<file path="src/rtl/io_cfg_loader.sv">
// io_cfg_loader: serializes 16-bit IO-block configuration words MSB-first
// onto the daisy-chained IO configuration shift path, then launches a
// completion token and waits for it to come back from the last block.
//
// state    | meaning
// ---------+-----------------------------------------------------------
// IDLE     | waiting for start; cfg_valid ignored
// LOAD     | cfg_ready high; waiting for the next configuration word
// SHIFT    | 16 cycles of io_prgm_b=1, bit_out=sr[15], sr shifts left
// TOKEN    | one-cycle completion token into the first IO block
// WAIT_ACK | waiting for the token to return, bounded by TIMEOUT
// DONE     | one-cycle done pulse, then back to IDLE
// ERR      | token timed out; error held until start or reset
module io_cfg_loader #(
    parameter int NUM_BLOCKS = 4,
    parameter int WORD_BITS  = 16,
    parameter int TIMEOUT    = 64
) (
    input  logic                 clk,
    input  logic                 reset,
    input  logic                 start,
    input  logic [WORD_BITS-1:0] cfg_data,
    input  logic                 cfg_valid,
    output logic                 cfg_ready,
    output logic                 bit_out,
    output logic                 prgm_b,
    output logic                 io_prgm_b,
    output logic                 io_prgm_b_in,
    input  logic                 io_prgm_b_out,
    output logic                 busy,
    output logic                 done,
    output logic                 error
);

    localparam int WCW = (NUM_BLOCKS > 1) ? $clog2(NUM_BLOCKS) : 1;
    localparam int TCW = (TIMEOUT > 1) ? $clog2(TIMEOUT) : 1;
    localparam logic [WCW-1:0] LAST_WORD = WCW'(NUM_BLOCKS - 1);
    localparam logic [TCW-1:0] LAST_WAIT = TCW'(TIMEOUT - 1);

    typedef enum logic [2:0] {
        IDLE     = 3'd0,
        LOAD     = 3'd1,
        SHIFT    = 3'd2,
        TOKEN    = 3'd3,
        WAIT_ACK = 3'd4,
        DONE     = 3'd5,
        ERR      = 3'd6
    } state_t;

    state_t               state, state_n;
    logic [WORD_BITS-1:0] sr, sr_n;
    logic [3:0]           bcnt, bcnt_n;
    logic [WCW-1:0]       wcnt, wcnt_n;
    logic [TCW-1:0]       tcnt, tcnt_n;

    // cfg_ready is the only combinational output and depends on state alone
    assign cfg_ready = (state == LOAD);

    // Next-state, shift register and counter update
    always_comb begin
        state_n = state;
        sr_n    = sr;
        bcnt_n  = bcnt;
        wcnt_n  = wcnt;
        tcnt_n  = tcnt;
        case (state)
            IDLE: begin
                if (start) begin
                    state_n = LOAD;
                    bcnt_n  = '0;
                    wcnt_n  = '0;
                    tcnt_n  = '0;
                end
            end
            LOAD: begin
                if (cfg_valid) begin
                    sr_n    = cfg_data;
                    state_n = SHIFT;
                end
            end
            SHIFT: begin
                sr_n   = {sr[WORD_BITS-2:0], 1'b0};
                bcnt_n = bcnt + 4'd1;
                if (bcnt == 4'd15) begin
                    wcnt_n  = wcnt + WCW'(1);
                    state_n = (wcnt == LAST_WORD) ? TOKEN : LOAD;
                end
            end
            TOKEN: begin
                state_n = WAIT_ACK;
            end
            WAIT_ACK: begin
                if (io_prgm_b_out) begin
                    state_n = DONE;
                end else if (tcnt == LAST_WAIT) begin
                    state_n = ERR;
                end else begin
                    tcnt_n = tcnt + TCW'(1);
                end
            end
            DONE: begin
                state_n = IDLE;
            end
            ERR: begin
                if (start) begin
                    state_n = LOAD;
                    bcnt_n  = '0;
                    wcnt_n  = '0;
                    tcnt_n  = '0;
                end
            end
            default: begin
                state_n = IDLE;
            end
        endcase
    end

    // State register plus outputs registered from the next-state decode,
    // so each output lines up with the state it belongs to
    always_ff @(posedge clk) begin
        if (reset) begin
            state        <= IDLE;
            sr           <= '0;
            bcnt         <= '0;
            wcnt         <= '0;
            tcnt         <= '0;
            bit_out      <= 1'b0;
            prgm_b       <= 1'b0;
            io_prgm_b    <= 1'b0;
            io_prgm_b_in <= 1'b0;
            busy         <= 1'b0;
            done         <= 1'b0;
            error        <= 1'b0;
        end else begin
            state        <= state_n;
            sr           <= sr_n;
            bcnt         <= bcnt_n;
            wcnt         <= wcnt_n;
            tcnt         <= tcnt_n;
            io_prgm_b    <= (state_n == SHIFT);
            bit_out      <= (state_n == SHIFT) && sr_n[WORD_BITS-1];
            io_prgm_b_in <= (state_n == TOKEN);
            prgm_b       <= (state_n == LOAD) || (state_n == SHIFT) ||
                            (state_n == TOKEN) || (state_n == WAIT_ACK) ||
                            (state_n == DONE);
            busy         <= (state_n == LOAD) || (state_n == SHIFT) ||
                            (state_n == TOKEN) || (state_n == WAIT_ACK);
            done         <= (state_n == DONE);
            error        <= (state_n == ERR);
        end
    end

endmodule
</file>
<file path="config.mk">
export PLATFORM = sky130hd
export DESIGN_NAME = io_cfg_loader
export DESIGN_NICKNAME = d
export VERILOG_FILES = /design/src/rtl/io_cfg_loader.sv
export SDC_FILE = /design/constraint.sdc
export NUM_CORES = 1
export LEC_CHECK = 0
export CAP_MARGIN = 10
export CORE_MARGIN = 2
export CORE_UTILIZATION = 36
export CTS_CLUSTER_SIZE = 14
export DETAILED_ROUTE_END_ITERATION = 8
export GPL_ROUTABILITY_DRIVEN = 0
export HOLD_SLACK_MARGIN = 0.03
export PLACE_DENSITY = 0.64
export SLEW_MARGIN = 15
export SYNTH_ARGS = -nofsm -noshare
export SYNTH_HDL_FRONTEND = slang
export SYNTH_SLANG_ARGS = --single-unit
</file>
<file path="constraint.sdc">
create_clock -name clk -period 3.8 [get_ports clk]
set_input_delay 0.38 -clock clk [delete_from_list [all_inputs] [get_ports clk]]
set_output_delay 0.38 -clock clk [all_outputs]
set_load 0.02 [all_outputs]
</file>
## Yosys cells after proc, flatten, opt, wreduce, memory -nomap -nowiden

Index checks and enable logic that the tools add are counted.

| word-level totals | value |
|---|---|
| register bits after elaboration | 38 |
| input port bits | 21 |
| logic and storage cells | 67 |

| operators by class | value |
|---|---|
| add/sub/neg operators | 3 |
| equality and inequality tests | 19 |
| mux-type cells | 18 |
| reductions and logical operators | 14 |

Operators with widths:

| cell | count |
|---|---|
| one-hot mux 16 bit (2 select lines) | 1 |
| 2-to-1 mux 6 bit | 3 |
| 2-to-1 mux 16 bit | 1 |
| equality test 3 bit, second input constant | 5 |
| 2-to-1 mux 3 bit | 5 |
| one-hot mux 3 bit (5 select lines) | 1 |
| equality test 3 x 2 -> 1 bit, second input constant | 4 |
| one-hot mux 6 bit (2 select lines) | 1 |
| inequality test 2 bit, second input constant | 4 |
| one-hot mux 4 bit (2 select lines) | 1 |
| adder 6 x 1 -> 6 bit, second input constant | 1 |
| equality test 3 x 1 -> 1 bit, second input constant | 2 |
| equality test 6 bit, second input constant | 1 |
| 2-to-1 mux 2 bit | 3 |
| nonzero test 2 bit | 3 |
| adder 4 x 1 -> 4 bit, second input constant | 1 |
| equality test 4 bit, second input constant | 1 |
| logical OR 1 bit | 4 |
| 2-to-1 mux 4 bit | 1 |
| one-hot mux 2 bit (2 select lines) | 1 |
| AND reduction 2 bit | 2 |
| AND reduction 4 bit | 1 |
| zero test 3 bit | 1 |
| AND reduction 3 bit | 1 |
| 5 further kinds | 5 |

## Depth between registers and ports, before layout

| logic depth | value |
|---|---|
| word-level depth | 9 |
| depth in mapped cells | 8 |
| gate-level depth less buffers | 6 |

## Worst setup path after synthesis

OpenSTA, ideal clock, no wires.

| path | value |
|---|---|
| path type | reg-to-reg |
| from | register bcnt[0] |
| to | register bit_out |
| arrival time | 1,467 ps |
| required time | 3,727 ps |
| path slack | 2,260 ps |
| stages on the path, launching flop included | 7 |
| clock period less this slack | 1,540 ps |
| path through | dfxtp_1 > ha_1 > and3_1 > a221oi_1 > a311oi_4 > nand2b_1 > nor3_2 |

| between the ends | value |
|---|---|
| cells in the longest elaborated chain, start to end | 5 |

Ends and longest elaborated chain:

| what | line | text |
|---|---|---|
| start, declared | 52 | `logic [3:0] bcnt, bcnt_n;` |
| start signal, assigned | 137 | `bcnt <= bcnt_n;` |
| equality test 4 bit | 84 | `if (bcnt == 4'd15) begin` |
| 2-to-1 mux 3 bit | 84 |  |
| one-hot mux 3 bit (5 select lines) | 66 | `case (state)` |
| equality test 3 x 2 -> 1 bit | 141 | `bit_out <= (state_n == SHIFT) && sr_n[WORD_BITS-1];` |
| logical AND 1 bit | 141 |  |
| end signal, assigned | 141 |  |
| end, declared | 25 | `output logic bit_out,` |

Every way passes these cells.
A chain may end at the register's enable or synchronous reset.

## Final worst setup path

| path | value |
|---|---|
| from | register state[0] |
| to | output cfg_ready |

| between the ends | value |
|---|---|
| cells in the longest elaborated chain, start to end | 1 |

Ends and longest elaborated chain:

| what | line | text |
|---|---|---|
| start, declared | 50 | `state_t state, state_n;` |
| start signal, assigned | 135 | `state <= state_n;` |
| equality test 3 x 1 -> 1 bit | 57 | `assign cfg_ready = (state == LOAD);` |
| end, declared | 24 | `output logic cfg_ready,` |

Every way passes these cells.

==> metrics.md <==
| Metric | Value |
|---|---|
| Status | `completed` |
| Final core occ | `47.3%` |
| Setup CP Type | `reg2out` |
| CTS Buf Count | `5` |
| Most instantiated cells after synthesis | `dfxtp_1, a21oi_1, nand2_1` |
| Area grow syn2layout | `25.4%` |
| DRT Pass-1 Iters | `5` |
| Post-synth ARST share | `0%` |
| Vias/cell | `5.17` |
| Crit start category | `flop` |
| First-pass GRT wire length | `5450 um` |
| Gr usage total | `13.4%` |
| Synth Area in XOR/XNOR | `4.21%` |
| Die area | `5180 um2` |
| Worst vdd ir | `0.185 mV` |
| CP Max Fanout | `13` |
| Initial core utilization | `37.7%` |
| Dominant cell type by area after synthesis | `dfxtp_1` |
| Crit share post-route | `56.8%` |
| HPWL reported at the end of detailed placement | `2190 um` |
| FF-to-FF path depth | `4` |
| Netlist cell types | `42` |
| Worst-skew pair later-pin latency | `0.29 ns` |
| CTS clk-pin slew, worst paths | `0.08 ns` |
| CTS tree | `yes` |
| Critical hold path startpoint | `sr[1]` |
| Row count | `24` |
| Vias in the first global route | `1218` |
| Slew headroom | `38.6%` |
| Post-CTS setup buffer count | `0` |
| Count of pins over their slew limit | `0` |
| Post-synth top flop | `dfxtp_1` |
| Final Setup Violations | `0` |
| Synth area leaders | `dfxtp_1, a21oi_1, a22oi_1` |
| Antenna fix cells | `0` |
| Setup TNS | `0 ns` |
| Seq cells post-synth | `38` |
| RSZ-0062 raised after global routing | `no` |
| Combinational family with the most area after synthesis | `compound AO/OA/AOI/OAI gates` |
| Synthesized area | `1660 um2` |
| Clk sink count | `38` |
| FMAX | `0.463 GHz` |
| Total grt overflow | `0` |
| Syn. warnings | `0` |
| Layout cells sized above 1 | `8.53%` |
| Worst r2r src | `state[1]` |
| Most common cell in the netlist | `dfxtp_1` |
| Core area | `4410 um2` |
| ANT nets after route | `0` |
| Hold Crit Class | `reg2reg` |
| CP Data Required Time | `3.42 ns` |
| Final WL | `3250 um` |
| Routed wire per std cell | `12.3 um` |
| Drt drc | `0` |
| Hold-fix buffers, CTS | `0` |
| Worst slew pin tran | `0.919 ns` |
| NumNets Final | `234` |
| CTS Root Cell | `clkbuf_8` |
| Post-synth EDFFs | `0` |
| PnR Total Power | `970 uW` |
| Chip height | `72.0 um` |
| Largest net degree at the start of global routing | `26` |
| Synth top area share | `45.7%` |
| Synth Area in Adders | `2.26%` |
| PostCTS Resize Cnt | `0` |
| Synth Area in Compound Gates | `22.0%` |
| Maxcap violations | `0` |
| Width of the die | `72.0 um` |
| Hold depth | `2` |
| Net Count, Synth | `210` |
| # IOs | `29` |
| P_leak | `0.728 nW` |
| Worst setup EP type | `primary output` |
| Post-route clock skew | `0.00437 ns` |
| Syn avg cell area | `8.95 um2` |
| H-tree depth | `2` |
| Clock tree buffer depth | `2` |
| Pwr/cell area | `465 nW/um2` |
| DRT iter0 DRCs | `132` |
| Final-report hold violation count | `0` |
| Vias | `1359` |
| Critical Path Start | `state[0]` |
| R2r setup slk | `1.67 ns` |
| Antenna violations before repair | `0` |
| Sequential-to-total area share from yosys stat | `45.7%` |
| Crit path time final | `2.16 ns` |
| Critical path arrival | `1.78 ns` |
| Port bufs | `28` |
| Mapped Cells | `186` |
| Post-Synth Simple-Gate Area | `20.9%` |
| Post-synthesis mux area share | `0.602%` |
where the power goes:
group / switching [mW] / internal (mW) / total [mW] / leakage [nW]
Sequential: 0.0141 / 0.415 / 0.429 / 0.308
Clock: 0.144 / 0.280 / 0.424 / 0.0714
Combinational: 0.0614 / 0.0560 / 0.117 / 0.348
Total: 0.220 / 0.751 / 0.970 / 0.728
metal layers:
layer | up-vias | track usage (%) | part of all wire (%)
met2 | 41 | 18.8 | 43
met1 | 618 | 18.1 | 48
met3 | 5 | 5.42 | 6.7
met5 | - | 0 | 0
met4 | 0 | 5.66 | 1.6
li1 | 695 | - | -
stage by stage:
stage / hold slack [ns] / setup WS [ns] / instances / area, um2
after CTS: 0.459 / 1.64 / 263 / 2090
after detailed placement: 0.448 / 1.65 / 255 / 1940
after global placement: 0.444 / 1.68 / 255 / 1940
after global routing: 0.477 / 1.39 / 263 / 2090
final: 0.458 / 1.64 / 263 / 2090
after floorplan: 0.431 / 2.26 / 186 / 1660
sequential cells by signal (all words and copies together) (netlist names):
name and count:
sr 16, tcnt 6, bcnt 4, state 3
wcnt 2, bit_out 1, busy 1, done 1
error 1, io_prgm_b 1, io_prgm_b_in 1, prgm_b 1
path summary, 6_finish.rpt:
path	to
worst min-delay path	sr[1]
worst max-delay path	cfg_ready
worst max register to register	sr[15]
worst min register to register	sr[1]
worst max-delay path: stages, from the launching register on:
cell and delay, ns:
dfxtp_1 0.61, nand2b_1 0.17, nor2_1 0.11, clkdlybuf4s50_1 0.60
cells by family after synthesis:
family                     Yosys count
xor gates and xnor gates             8
adders and majority gates            3
and+or+nand+nor                     71
AOI/OAI and AO/OA                   52
buffers and inverters               13
muxes                                1
DFF                                 38
cell usage in the layout (no fill, tap or decap), types with 2 or more instances in the layout:
master	instances
a22oi_1	14
nand3_1	4
a21oi_1	23
xnor2_1	5
a211oi_1	2
dfxtp_1	38
nor3_1	2
nor2_2	2
clkbuf_8	6
inv_1	2
bufinv_16	2
nor2_1	22
ha_1	3
nand2_1	23
xor2_1	3
clkdlybuf4s50_1	28
nand2b_1	8
cell type report:
type                       instances  area, um2
fill                             420       2330
multi-input combinational        135        831
sequential                        38        761
timing repair buffer              28        280
clock buffer                       6       82.6
tap                               52       65.1
clock inverter                     2       60.1
inverter                           2       7.51
No activity file was read; power rests on OpenSTA's default activity.
